File: src/rtl/multicycle_ctrl.sv
// rtl/multicycle_ctrl.sv - Main control FSM for the multicycle RV32I-subset core
module multicycle_ctrl #(
    parameter bit ILLEGAL_HALT = 1'b1
) (
    input  logic       clk,
    input  logic       reset,
    input  logic [6:0] op,
    input  logic [2:0] funct3,
    input  logic       funct7b5,
    input  logic       zero,
    output logic       pc_write,
    output logic       adr_src,
    output logic       mem_write,
    output logic       ir_write,
    output logic       reg_write,
    output logic [1:0] result_src,
    output logic [1:0] alu_src_a,
    output logic [1:0] alu_src_b,
    output logic [1:0] imm_src,
    output logic [2:0] alu_control,
    output logic       halted,
    output logic [3:0] state_dbg
);
    localparam logic [6:0] OP_LW   = 7'b0000011;
    localparam logic [6:0] OP_SW   = 7'b0100011;
    localparam logic [6:0] OP_R    = 7'b0110011;
    localparam logic [6:0] OP_I    = 7'b0010011;
    localparam logic [6:0] OP_BEQ  = 7'b1100011;
    localparam logic [6:0] OP_JAL  = 7'b1101111;

    typedef enum logic [3:0] {
        S_FETCH    = 4'd0,
        S_DECODE   = 4'd1,
        S_MEMADR   = 4'd2,
        S_MEMREAD  = 4'd3,
        S_MEMWB    = 4'd4,
        S_MEMWRITE = 4'd5,
        S_EXECUTER = 4'd6,
        S_EXECUTEI = 4'd7,
        S_ALUWB    = 4'd8,
        S_BEQ      = 4'd9,
        S_JAL      = 4'd10,
        S_HALT     = 4'd15
    } state_t;

    typedef enum logic [1:0] {
        ALU_ADD  = 2'd0,
        ALU_SUB  = 2'd1,
        ALU_FUNC = 2'd2
    } alu_op_t;

    state_t  state, state_next;
    alu_op_t alu_op;
    logic    pc_update;
    logic    branch;

    always_ff @(posedge clk or posedge reset) begin
        if (reset) state <= S_FETCH;
        else       state <= state_next;
    end

    always_comb begin
        state_next = S_FETCH;
        case (state)
            S_FETCH:  state_next = S_DECODE;
            S_DECODE: begin
                case (op)
                    OP_LW, OP_SW: state_next = S_MEMADR;
                    OP_R:         state_next = S_EXECUTER;
                    OP_I:         state_next = S_EXECUTEI;
                    OP_BEQ:       state_next = S_BEQ;
                    OP_JAL:       state_next = S_JAL;
                    default:      state_next = ILLEGAL_HALT ? S_HALT : S_FETCH;
                endcase
            end
            S_MEMADR:   state_next = (op == OP_LW) ? S_MEMREAD : S_MEMWRITE;
            S_MEMREAD:  state_next = S_MEMWB;
            S_EXECUTER, S_EXECUTEI, S_JAL: state_next = S_ALUWB;
            S_HALT:     state_next = S_HALT;
            default:    state_next = S_FETCH;
        endcase
    end

    // Moore outputs: everything is a pure function of the current state.
    always_comb begin
        adr_src    = 1'b0;
        mem_write  = 1'b0;
        ir_write   = 1'b0;
        reg_write  = 1'b0;
        result_src = 2'b00;
        alu_src_a  = 2'b00;
        alu_src_b  = 2'b00;
        alu_op     = ALU_ADD;
        pc_update  = 1'b0;
        branch     = 1'b0;
        halted     = 1'b0;
        case (state)
            S_FETCH: begin
                ir_write   = 1'b1;
                alu_src_b  = 2'b10;
                result_src = 2'b10;
                pc_update  = 1'b1;
            end
            S_DECODE: begin
                alu_src_a = 2'b01;
                alu_src_b = 2'b01;
            end
            S_MEMADR: begin
                alu_src_a = 2'b10;
                alu_src_b = 2'b01;
            end
            S_MEMREAD: adr_src = 1'b1;
            S_MEMWB: begin
                result_src = 2'b01;
                reg_write  = 1'b1;
            end
            S_MEMWRITE: begin
                adr_src   = 1'b1;
                mem_write = 1'b1;
            end
            S_EXECUTER: begin
                alu_src_a = 2'b10;
                alu_op    = ALU_FUNC;
            end
            S_EXECUTEI: begin
                alu_src_a = 2'b10;
                alu_src_b = 2'b01;
                alu_op    = ALU_FUNC;
            end
            S_ALUWB: reg_write = 1'b1;
            S_BEQ: begin
                alu_src_a = 2'b10;
                alu_op    = ALU_SUB;
                branch    = 1'b1;
            end
            S_JAL: begin
                alu_src_a = 2'b01;
                alu_src_b = 2'b10;
                pc_update = 1'b1;
            end
            S_HALT:  halted = 1'b1;
            default: ;
        endcase
    end

    assign pc_write  = pc_update | (branch & zero);
    assign state_dbg = state;

    // Subtract only for R-type with funct7[5] set; immediates never subtract.
    always_comb begin
        alu_control = 3'b000;
        case (alu_op)
            ALU_SUB:  alu_control = 3'b001;
            ALU_FUNC: begin
                case (funct3)
                    3'b000:  alu_control = (op[5] & funct7b5) ? 3'b001 : 3'b000;
                    3'b010:  alu_control = 3'b101;
                    3'b110:  alu_control = 3'b011;
                    3'b111:  alu_control = 3'b010;
                    default: alu_control = 3'b000;
                endcase
            end
            default:  alu_control = 3'b000;
        endcase
    end

    always_comb begin
        case (op)
            OP_SW:   imm_src = 2'b01;
            OP_BEQ:  imm_src = 2'b10;
            OP_JAL:  imm_src = 2'b11;
            default: imm_src = 2'b00;
        endcase
    end
endmodule
File: config.mk
export PLATFORM = sky130hd
export DESIGN_NAME = multicycle_ctrl
export DESIGN_NICKNAME = d
export VERILOG_FILES = /design/src/rtl/multicycle_ctrl.sv
export SDC_FILE = /design/constraint.sdc
export NUM_CORES = 1
export LEC_CHECK = 0
export BUFFER_PORTS_ARGS = -buffer_cell sky130_fd_sc_hd__buf_4
export CAP_MARGIN = 20
export CORE_MARGIN = 10
export CORE_UTILIZATION = 35
export CTS_CLUSTER_DIAMETER = 100
export CTS_CLUSTER_SIZE = 24
export DETAILED_ROUTE_END_ITERATION = 12
export PLACE_DENSITY = 0.66
export SLEW_MARGIN = 5
export SYNTH_ARGS = -nofsm -noshare
export SYNTH_HDL_FRONTEND = slang
export SYNTH_SLANG_ARGS = --single-unit
File: constraint.sdc
create_clock -name clk -period 3.9 [get_ports clk]
set_input_delay 1.17 -clock clk [delete_from_list [all_inputs] [get_ports clk]]
set_output_delay 1.17 -clock clk [all_outputs]
set_load 0.02 [all_outputs]
== Word level (Yosys, flattened, before mapping) ==
Index checks and enable logic that the tools add are counted.
W data, S select, Z words.

* Register bits: 4
* Input port bits: 14
* Output and inout port bits: 21

* Eq/ne operators: 22
* Muxes and demuxes: 18
* Bitwise gates (word level): 3
* Reductions and logical operators: 11

{| class="wikitable"
|+ Operators with widths
! operator !! number
|-
| $pmux W4 S6 || 1
|-
| $pmux W4 S5 || 1
|-
| $eq A4 B3 Y1 const B || 4
|-
| $eq A4 B4 Y1 const B || 4
|-
| $pmux W2 S2 || 4
|-
| $eq A7 B6 Y1 const B || 2
|-
| $eq A7 B7 Y1 const B || 2
|-
| $pmux W3 S4 || 1
|-
| $reduce_or A2 Y1 || 6
|-
| $eq A4 B2 Y1 const B || 2
|-
| $mux W1 || 8
|-
| $eq A7 B2 Y1 const B || 1
|-
| $eq A7 B5 Y1 const B || 1
|-
| $eq A3 B3 Y1 const B || 2
|-
| $pmux W2 S3 || 1
|-
| $pmux W3 S2 || 1
|-
| $reduce_or A3 Y1 || 2
|-
| $eq A4 B1 Y1 const B || 1
|-
| $logic_not A4 Y1 || 1
|-
| $reduce_or A4 Y1 || 1
|-
| $eq A3 B2 Y1 const B || 1
|-
| $logic_not A3 Y1 || 1
|-
| $mux W3 || 1
|-
| $and A1 B1 Y1 || 2
|-
| other kinds (3) || 3
|}

== Longest topological paths before layout ==
* Depth in word-level cells: 5
* Depth in mapped cells: 8
* Mapped depth without buffers: 7

== Least setup slack after synthesis ==
OpenSTA, ideal clock, no wires.

* Path kind: flip-flop to output port
* Start: register state[3], in the netlist state_dbg[3]
* End: output alu_control[2]
* Data arrival time: 2034 ps
* Data required time: 2730 ps
* Path slack: 696 ps
* Stages on the path, launching flop included: 7
* Buffers on the path: 1
* Path through: dfrtp_1 > buf_2 > nand2b_1 > nor2_1 > inv_1 > ha_1 > nor4_1

* Cells in the longest elaborated chain, start to end: 5
* Elaborated cells between the ends (all ways): 8
* Classes of those cells: eq/ne: 5; mux: 2; reduce/logical: 1

{| class="wikitable"
|+ RTL lines
! what !! RTL line !! source
|-
| start, declared || 52 || <nowiki>state_t state, state_next;</nowiki>
|-
| start signal, assigned || 59 || <nowiki>else state <= state_next;</nowiki>
|-
| $eq A4 B3 Y1 || 97 || <nowiki>case (state)</nowiki>
|-
| $reduce_or A2 Y1 (no source line) || -- ||
|-
| $pmux W2 S2 (*) || 97 ||
|-
| $eq A2 B2 Y1 or $eq A2 B1 Y1 (tied branches) || 152 || <nowiki>case (alu_op)</nowiki>
|-
| $pmux W3 S2 (*) || 152 ||
|-
| end, declared || 20 || <nowiki>output logic [2:0] alu_control,</nowiki>
|}

Mark *: on every way between the ends. The rest lies on a longest branch, timed or not.

== Worst setup path in the final report ==
* Start: register state[2], in the netlist state_dbg[2]
* End: output alu_control[0]

The elaborated chain is that of the path after synthesis.

==> insert_results.sql <==
INSERT INTO impl_metrics (metric_group, metric, value, unit) VALUES
('synthesis', 'ys.warnings.count', '0', ''),
('cts', 'tritoncts', 'yes', ''),
('synthesis', 'synth_simple_gate_area_share', '42.9', '%'),
('critical_path', 'timing.rr.end', 'state_dbg[2]$_DFF_PP0_', ''),
('synthesis', 'synth_adder_area_share', '4.18', '%'),
('floorplanning', 'placeableCoreArea', '0.00156', 'mm^2'),
('critical_path', 'cp.required', '2.73', 'ns'),
('cells_and_area', 'post-route-util', '55.5', '%'),
('cts', 'ctsHoldBuffers', '0', ''),
('drt', 'avgViaCountPerCell', '5.40', ''),
('drt', 'drt_iter0_drc', '12', ''),
('sta', 'final_hold_viol_count', '0', ''),
('critical_path', 'crit_buf_inv', '2', ''),
('sta', 'max-slew-margin-rel', '61.9', '%'),
('synthesis', 'yosys-mux-area-fraction', '0', '%'),
('critical_path', 'crit_family', 'flip-flops', ''),
('worst_hold_path', 'hold-path-cell-count', '4', ''),
('grt', 'track_usage', '10.4', '%'),
('run', 'cap_viol_max_count', '0', ''),
('sta', 'final_max_slew_violation_count', '0', ''),
('synthesis', 'seq_area_frac_synth', '16.7', '%'),
('critical_path', 'timing.critical_path.from_type', 'register', ''),
('drt', 'total_via_count_after_detailed_routing', '697', ''),
('cells_and_area', 'largest_register_ffs', '4', ''),
('cells_and_area', 'register_area', '100', 'um^2'),
('status', 'status', 'finished clean', ''),
('placed_design', 'place_ws', '0.778', 'ns'),
('floorplanning', 'die_width', '61.3', 'um'),
('grt', 'grt_antenna_before_repair', '0', ''),
('grt', 'grt_overflow_total', '0', ''),
('cts', 'clk_pin_slew', '0.04', 'ns'),
('synthesis', 'synthesis.area_per_instance', '7.38', 'um^2'),
('cts', 'cts.sinks', '4', ''),
('cts', 'post_cts_resize_count', '0', ''),
('worst_hold_path', 'holdPathEnd', 'state_dbg[1]$_DFF_PP0_', ''),
('sta', 'shortest_period_the_worst_path_allows', '3.26', 'ns'),
('cells_and_area', 'layout.cells.non_filler', '129', ''),
('worst_hold_path', 'hold_start', 'state_dbg[1]$_DFF_PP0_', ''),
('floorplanning', 'die_h', '61.3', 'um'),
('grt', 'first_global_vias', '701', ''),
('grt', 'grt_max_degree', '19', ''),
('drt', 'route.detailed.drc', '0', ''),
('synthesis', 'synthesized_area', '598', 'um^2'),
('cts', 'cts-root-to-sink-buffers', '2', ''),
('critical_path', 'path_class', 'register to primary output', ''),
('floorplanning', 'row_count', '14', ''),
('pwr', 'p_leak', '0.399', 'nW'),
('critical_path', 'critical_path.slowest_cell', 'sky130_fd_sc_hd__dfrtp_1', ''),
('cts', 'cts.repair_timing.setup_buffer_count', '0', ''),
('drt', 'number_of_antenna_violating_nets_in_the_routed_design', '0', ''),
('critical_path', 'reg2regPathDepth', '3', ''),
('cts', 'cts_root_buf', 'sky130_fd_sc_hd__clkbuf_4', ''),
('worst_hold_path', 'hold_class', 'register to register', ''),
('synthesis', 'complex_gate_fraction_of_the_synthesized_area', '18.0', '%'),
('pwr', 'ir_drop', '0.000376', 'V'),
('cts', 'cts_buffers', '3', ''),
('placed_design', 'place.port_buffers', '34', ''),
('cells_and_area', 'layout_cell_share_with_drive_strength_beyond_1', '36.3', '%'),
('critical_path', 'critPathArrivalTime', '2.09', 'ns'),
('cts', 'clk_lat_worst_skew', '0.24', 'ns'),
('cells_and_area', 'final_cell_mix', '35 x sky130_fd_sc_hd__buf_4, 8 x sky130_fd_sc_hd__nor3_1, 6 x sky130_fd_sc_hd__nor2_1, 6 x sky130_fd_sc_hd__o21ai_0, 5 x sky130_fd_sc_hd__inv_1', ''),
('sta', 'tightest_slew', '0.572', 'ns'),
('cells_and_area', 'finalNetCount', '131', ''),
('sta', 'grt_setup_unrepaired', 'no', ''),
('cells_and_area', 'layout_commonest_cell', 'sky130_fd_sc_hd__buf_4', ''),
('cells_and_area', 'num_antenna_cells', '0', ''),
('grt', 'grt_first_pass_wirelength', '3100', 'um'),
('cells_and_area', 'multi_input_comb_area', '442', 'um^2'),
('sta', 'timing.fmax', '0.306', 'GHz'),
('floorplanning', 'dieArea', '0.00376', 'mm^2'),
('cts', 'cts_htree_levels', '1', '');
## area by class of cell
class / count / share of cell area (%)
Sequential cell: 4 / 11.6
Inverter: 5 / 2.17
Multi-Input combinational cell: 66 / 51.0
Timing Repair Buffer: 35 / 30.3
Clock buffer: 3 / 2.60
Tap cell: 16 / 2.31
## per-stage QoR
step	total power [mW]	hold WS, ns	cell area [um^2]
floorplan	0.432	0.789	598
CTS	0.651	0.780	866
finish	0.642	0.772	866
global placement	0.591	0.785	843
global route	0.706	0.818	866
detailed placement	0.596	0.779	843
## cells in the mapped netlist
cell type | instances | share of area [%]
sky130_fd_sc_hd__nor4b_2 | 2 | 5.0
sky130_fd_sc_hd__and3b_1 | 1 | 1.5
sky130_fd_sc_hd__a21o_1 | 1 | 1.3
sky130_fd_sc_hd__dfrtp_1 | 4 | 17
sky130_fd_sc_hd__xor2_1 | 3 | 4.4
sky130_fd_sc_hd__nand2b_1 | 2 | 2.1
sky130_fd_sc_hd__a2111oi_2 | 1 | 2.5
sky130_fd_sc_hd__nor4_1 | 2 | 2.1
sky130_fd_sc_hd__o21ai_0 | 6 | 5.0
sky130_fd_sc_hd__nor3_1 | 8 | 6.7
sky130_fd_sc_hd__a21oi_1 | 3 | 2.5
sky130_fd_sc_hd__a211oi_1 | 1 | 1.3
sky130_fd_sc_hd__nand4bb_1 | 1 | 1.9
sky130_fd_sc_hd__nor2b_1 | 4 | 4.2
sky130_fd_sc_hd__buf_4 | 3 | 3.8
sky130_fd_sc_hd__xnor2_1 | 3 | 4.4
sky130_fd_sc_hd__o21ai_1 | 2 | 1.7
sky130_fd_sc_hd__o22ai_1 | 1 | 1.0
sky130_fd_sc_hd__inv_1 | 5 | 3.1
sky130_fd_sc_hd__ha_1 | 2 | 4.2
sky130_fd_sc_hd__nand4b_1 | 1 | 1.5
sky130_fd_sc_hd__nand2_1 | 4 | 2.5
sky130_fd_sc_hd__nand3b_1 | 1 | 1.3
sky130_fd_sc_hd__o211ai_1 | 1 | 1.3
sky130_fd_sc_hd__nor3b_1 | 3 | 3.8
sky130_fd_sc_hd__and2_1 | 1 | 1.0
sky130_fd_sc_hd__and4_1 | 1 | 1.5
sky130_fd_sc_hd__nor2_1 | 6 | 3.8
sky130_fd_sc_hd__buf_2 | 3 | 2.5
sky130_fd_sc_hd__and3_1 | 3 | 3.1
sky130_fd_sc_hd__nand4_1 | 1 | 1.0
sky130_fd_sc_hd__a41oi_1 | 1 | 1.5
## how the worst max path moves through the flow
stage | depth (start not counted) | to | slack [ns]
floorplan | 6 | alu_control[2] | 0.70
global placement | 4 | imm_src[1] | 0.84
detailed placement | 5 | imm_src[0] | 0.78
CTS | 8 | alu_control[0] | 0.63
global route | 8 | alu_control[0] | 0.40
finish | 8 | alu_control[0] | 0.64
## power by group
group / internal, mW / total, mW / switching, mW
Combinational: 0.212 / 0.461 / 0.249
Sequential: 0.0598 / 0.128 / 0.0681
Clock: 0.0345 / 0.0526 / 0.0181
## layer usage
metal  share of wire (%)  vias to the layer above  track usage [%]
met3                 8.8                        0             4.94
met2                  49                       27             18.3
met4                   0                        0            0.955
li1                    -                      357                -
met5                   0                        -                0
met1                  42                      313             11.4
## logic make-up (layout without fill, tap and decap cells)
logic type | count (synthesis) | in the layout
buf+inv | 11 | 43
xor+xnor | 6 | 6
simple gates | 41 | 41
compound gates | 17 | 17
flops | 4 | 4
fa+ha+maj | 2 | 2
## worst reg2reg max path: stages, from the launching register on
cell and delay, ns:
sky130_fd_sc_hd__dfrtp_1 0.69, sky130_fd_sc_hd__nor4b_2 0.16, sky130_fd_sc_hd__a2111oi_2 0.39, sky130_fd_sc_hd__o22ai_1 0.14
Power figures use the tool's default switching activity.
